--- src/rtl/csa_seq_pkg.sv ---
// Shared types and the carry-injection helper for the byte-serial wide adder.
// The helper is also usable by a reference model.
package csa_seq_pkg;

    typedef enum logic [1:0] {
        IDLE = 2'd0,
        ADD  = 2'd1,
        DONE = 2'd2
    } csa_seq_state_t;

    localparam int BYTE_W = 8;

    // csa_8 has no carry-in, so the incoming carry is added afterwards.
    // Returns {byte_carry, byte_sum}.
    function automatic logic [BYTE_W:0] inject_carry(
        input logic [BYTE_W-1:0] sum,
        input logic              carry,
        input logic              cin
    );
        logic [BYTE_W-1:0] byte_sum;
        logic              byte_carry;
        byte_sum   = sum + BYTE_W'(cin);
        byte_carry = carry | (cin & (sum == {BYTE_W{1'b1}}));
        return {byte_carry, byte_sum};
    endfunction

endpackage

--- src/rtl/csa_8.sv ---
// 8-bit carry-select adder: ripple low nibble, the high nibble is precomputed
// for both possible carries and selected by the low nibble carry.
module csa_8 (
    input  logic [7:0] a,
    input  logic [7:0] b,
    output logic [7:0] sum,
    output logic       carry
);

    logic [4:0] lo;
    logic [4:0] hi_c0;
    logic [4:0] hi_c1;
    logic [4:0] hi_sel;

    always_comb begin
        lo     = {1'b0, a[3:0]} + {1'b0, b[3:0]};
        hi_c0  = {1'b0, a[7:4]} + {1'b0, b[7:4]};
        hi_c1  = {1'b0, a[7:4]} + {1'b0, b[7:4]} + 5'd1;
        hi_sel = lo[4] ? hi_c1 : hi_c0;
        sum    = {hi_sel[3:0], lo[3:0]};
        carry  = hi_sel[4];
    end

endmodule

--- src/rtl/csa_seq_add_ctrl.sv ---
// Byte-serial wide adder: one shared csa_8, LSB byte first, carry chained here.
//   state | meaning
//   IDLE  | ready for an operand pair
//   ADD   | one byte per cycle through csa_8
//   DONE  | result and carry_out held until the consumer takes them
module csa_seq_add_ctrl
    import csa_seq_pkg::*;
#(
    parameter int NUM_BYTES = 4
) (
    input  logic                          clk,
    input  logic                          rst_n,
    input  logic                          in_valid,
    output logic                          in_ready,
    input  logic [BYTE_W*NUM_BYTES-1:0]   op_a,
    input  logic [BYTE_W*NUM_BYTES-1:0]   op_b,
    output logic                          out_valid,
    input  logic                          out_ready,
    output logic [BYTE_W*NUM_BYTES-1:0]   result,
    output logic                          carry_out
);

    localparam int W     = BYTE_W * NUM_BYTES;
    localparam int CNT_W = $clog2(NUM_BYTES);
    localparam logic [CNT_W-1:0] LAST_BYTE = CNT_W'(NUM_BYTES - 1);

    csa_seq_state_t    state_q;
    csa_seq_state_t    state_d;
    logic [W-1:0]      a_q;
    logic [W-1:0]      b_q;
    logic [W-1:0]      res_q;
    logic              carry_q;
    logic [CNT_W-1:0]  cnt_q;
    logic              accept;
    logic [BYTE_W-1:0] csa_sum;
    logic              csa_carry;
    logic [BYTE_W:0]   inj;

    csa_8 u_csa (
        .a     (a_q[BYTE_W-1:0]),
        .b     (b_q[BYTE_W-1:0]),
        .sum   (csa_sum),
        .carry (csa_carry)
    );

    assign inj    = inject_carry(csa_sum, csa_carry, carry_q);
    assign accept = in_valid & in_ready;

    always_ff @(posedge clk or negedge rst_n) begin
        if (!rst_n) begin
            state_q <= IDLE;
        end else begin
            state_q <= state_d;
        end
    end

    always_comb begin
        state_d = state_q;
        unique case (state_q)
            IDLE: if (accept) state_d = ADD;
            ADD:  if (cnt_q == LAST_BYTE) state_d = DONE;
            DONE: if (out_ready) state_d = IDLE;
            default: state_d = IDLE;
        endcase
    end

    always_comb begin
        in_ready  = (state_q == IDLE);
        out_valid = (state_q == DONE);
    end

    // Sum bytes enter at the top so byte 0 lands at the LSB after the last shift.
    always_ff @(posedge clk or negedge rst_n) begin
        if (!rst_n) begin
            a_q     <= '0;
            b_q     <= '0;
            res_q   <= '0;
            carry_q <= 1'b0;
            cnt_q   <= '0;
        end else if (accept) begin
            a_q     <= op_a;
            b_q     <= op_b;
            carry_q <= 1'b0;
            cnt_q   <= '0;
        end else if (state_q == ADD) begin
            a_q     <= a_q >> BYTE_W;
            b_q     <= b_q >> BYTE_W;
            res_q   <= {inj[BYTE_W-1:0], res_q[W-1:BYTE_W]};
            carry_q <= inj[BYTE_W];
            cnt_q   <= cnt_q + CNT_W'(1);
        end
    end

    assign result    = res_q;
    assign carry_out = carry_q;

endmodule

--- config.mk ---
export PLATFORM = sky130hd
export DESIGN_NAME = csa_seq_add_ctrl
export DESIGN_NICKNAME = d
export VERILOG_FILES = /design/src/rtl/csa_seq_pkg.sv /design/src/rtl/csa_8.sv /design/src/rtl/csa_seq_add_ctrl.sv
export SDC_FILE = /design/constraint.sdc
export NUM_CORES = 1
export LEC_CHECK = 0
export BUFFER_PORTS_ARGS = -buffer_cell sky130_fd_sc_hd__buf_2
export CAP_MARGIN = 20
export CORE_AREA = 3 3 120 122
export DETAILED_ROUTE_END_ITERATION = 8
export DIE_AREA = 0 0 123 125
export PLACE_DENSITY = 0.58
export RECOVER_POWER = 100
export SLEW_MARGIN = 5
export SYNTH_ARGS = -nofsm -noshare
export SYNTH_HDL_FRONTEND = slang
export SYNTH_SLANG_ARGS = --single-unit
--- constraint.sdc ---
create_clock -name clk -period 2.8 [get_ports clk]
set_input_delay 0.56 -clock clk [delete_from_list [all_inputs] [get_ports clk]]
set_output_delay 0.56 -clock clk [all_outputs]
set_load 0.01 [all_outputs]
==> flow_summary.toml <==
[outcome]
run_status = "complete, but fails checks"
violations = "capacitance limit, slew limit"

[clock_network]
numCtsBuffers = 9
root_buffer = "clkbuf_16"
path_clk_slew_ns = 0.07
cts_setup_buffers = 0
clk_latency_ns = 0.35
cts_tree = "done"
cts_num_sinks = 101
cts-resized-gates = 0
cts-htree-levels = 3
cts_buffer_depth = 2
hold_buffers = 0

[grt]
antenna_found_initial = 2
grt_max_degree = 61
grtUsageTotal_pct = 15.0
grt_pass1_wl_mm = 18.5
grt_pass1_vias = 3727
grt_overflow = 0

[route]
drc_errors = 0
vias = 3747
drt_iter0_markers = 209
drtAntennaViolNets = 0
dr.pass1.iters = 4
wl_per_cell_um = 14.3
wirelength_mm = 11.1
viasPerCell = 4.82

[yosys]
ys_seq_area_share_pct = 54.4
synthArstFlopShare_pct = 100
synth_ff_type = "dfrtp_1"
syn_avg_cell_area_um2 = 9.22
ys_types = 39
synth_area_mm2 = 0.00464
syn_inst = 504
synth_nets = 586
ys_ff_latch = 101
yosysWarnings = 0
synth-edff-count = 0

[place]
placed_cell_area_mm2 = 0.00535
gp_congestion = 0.862
dpl.cell_count = 760
port_buffers = 102
place_ws_ns = 0.164
dpl.hpwl_mm = 7.93

[sta]
rsz0062_at_grt = "no"
finClkSkew_ns = 0.00725
fin_crit_ns = 2.56
fin_tns_setup_ns = 0
relSlewSlack_pct = -47.2
fmax_ghz = 0.391
tightest_slew_ns = 2.21
hold_violations = 0
finalCritPeriodShare_pct = 91.3
hold_slack_ns = 0.411
finalSetupViolCount = 0
maxSlewViolCount = 43
setup_ws_ns = 0.245

[finish]
final_util_pct = 41.8
most-common-layout-cells = "214 x nand2_1, 101 x dfrtp_1, 66 x buf_2"
layout_commonest_cell = "nand2_1"
fillers = 1358
area_growth_pct = 19.7
fin_area_mm2 = 0.00556
stdcell_count = 778
multi_input_area_mm2 = 0.00196
drive_gt1_share_pct = 15.2
final-seq-area_mm2 = 0.00253
final_nets = 678

[floorplan]
start_util_pct = 34.9
die_w_um = 123
rows = 42
dieArea_mm2 = 0.0154
io-pin-count = 103
coreArea_mm2 = 0.0133
die_y_um = 125

[setup_path]
worst-path-buf-inv = 2
cp.arrival_ns = 2.78
start_kind = "flop"
worstPathRequired_ns = 3.03
cp_max_fo = 4
critical-path-max-stage-delay_ns = 0.55
crit_slowest_cell = "fa_1"
path_cells = "ha_1, inv_1, fa_1, inv_1, ha_1, nor2b_1, o21ai_0, a2111oi_1, xnor2_1, o21ai_0"
end_kind = "flop"
crit_family = "adder cells"
critical_path_class = "flop to flop"

[pwr]
p_leak_nw = 2.80
ir_drop_mv = 0.484
power_mw = 6.92
p_per_area_mw_per_mm2 = 1250

[worst_hold_path]
hold_class = "input pin to flop"

[flow_run]
maxCapViolCount = 1
[tightest hold or removal path, cell delays in order]
cell and delay, ns:
buf_2 0.08, nand2_1 0.03, o21ai_0 0.05
[metal layers]
| metal | global-route usage, % | vias to the layer above | wire length [um] |
|---|---|---|---|
| li1 | - | 1881 | - |
| met1 | 20.4 | 1735 | 5070 |
| met2 | 22.8 | 118 | 5040 |
| met3 | 6.14 | 9 | 928 |
| met4 | 2.61 | 4 | 76 |
| met5 | 0 | - | 14 |
[state kept, by name (all words and copies together), names as in the netlist]
name,flops
cnt_q,2
b_q,32
carry_out,1
result,32
a_q,32
state_q,2
[logic make-up (layout without fill, tap and decap cells)]
logic type,count (synthesis),after routing,share of synthesized area [%]
and+or+nand+nor,246,246,21.2
DFF,101,101,54.4
AOI/OAI and AO/OA,92,92,13.8
buffers and inverters,38,134,3.26
adders and majority gates,14,14,4.09
xor gates and xnor gates,12,12,3.04
muxes,1,1,0.216
other,0,2,0
[final timing paths]
check	startpoint	end	slack (ns)	depth (start not counted)
min in group asynchronous	rst_n	result[8]$_DFFE_PN0P_	0.87	1
worst min-delay path	op_a[30]	a_q[30]$_DFFE_PN0P_	0.41	3
worst max-delay path	a_q[4]$_DFFE_PN0P_	result[30]$_DFFE_PN0P_	0.24	10
max in group asynchronous	rst_n	b_q[6]$_DFFE_PN0P_	0.49	2
worst min register to register	result[6]$_DFFE_PN0P_	result[6]$_DFFE_PN0P_	0.47	2
worst max register to register	a_q[4]$_DFFE_PN0P_	result[30]$_DFFE_PN0P_	0.24	10
[cells in the mapped netlist, drive strengths merged (2+ instances only)]
cell,instances,area [um^2]
buf,9,42.5
ha,12,150
nand3,5,25.0
nor3,4,20.0
a21oi,3,15.0
nor4,3,18.8
o31a,2,17.5
nand4,3,18.8
nand2,214,803
o21ai,28,140
a21o,3,22.5
a2111oi,2,30.0
a22oi,46,345
xor2,3,33.8
and3,2,12.5
nor2,6,22.5
o211ai,2,15.0
fa,2,40.0
clkbuf,21,78.8
nor2b,4,25.0
xnor2,7,61.3
inv,8,30.0
dfrtp,101,2530
a221o,2,20.0
[area by class of cell]
cell class	instances	share of cell area, %
antenna	2	0.0900
clock buffer	10	4.12
clock inverter	5	0.810
inverter	8	0.540
multi-input combinational	365	35.2
sequential	101	45.5
tap	176	3.96
timing repair buffer	111	9.82
[report_power, final]
part	switching, mW	internal [mW]
registers	0.406	2.10
clock network	0.559	0.611
logic	2.00	1.24
No activity file was read; power rests on OpenSTA's default activity.
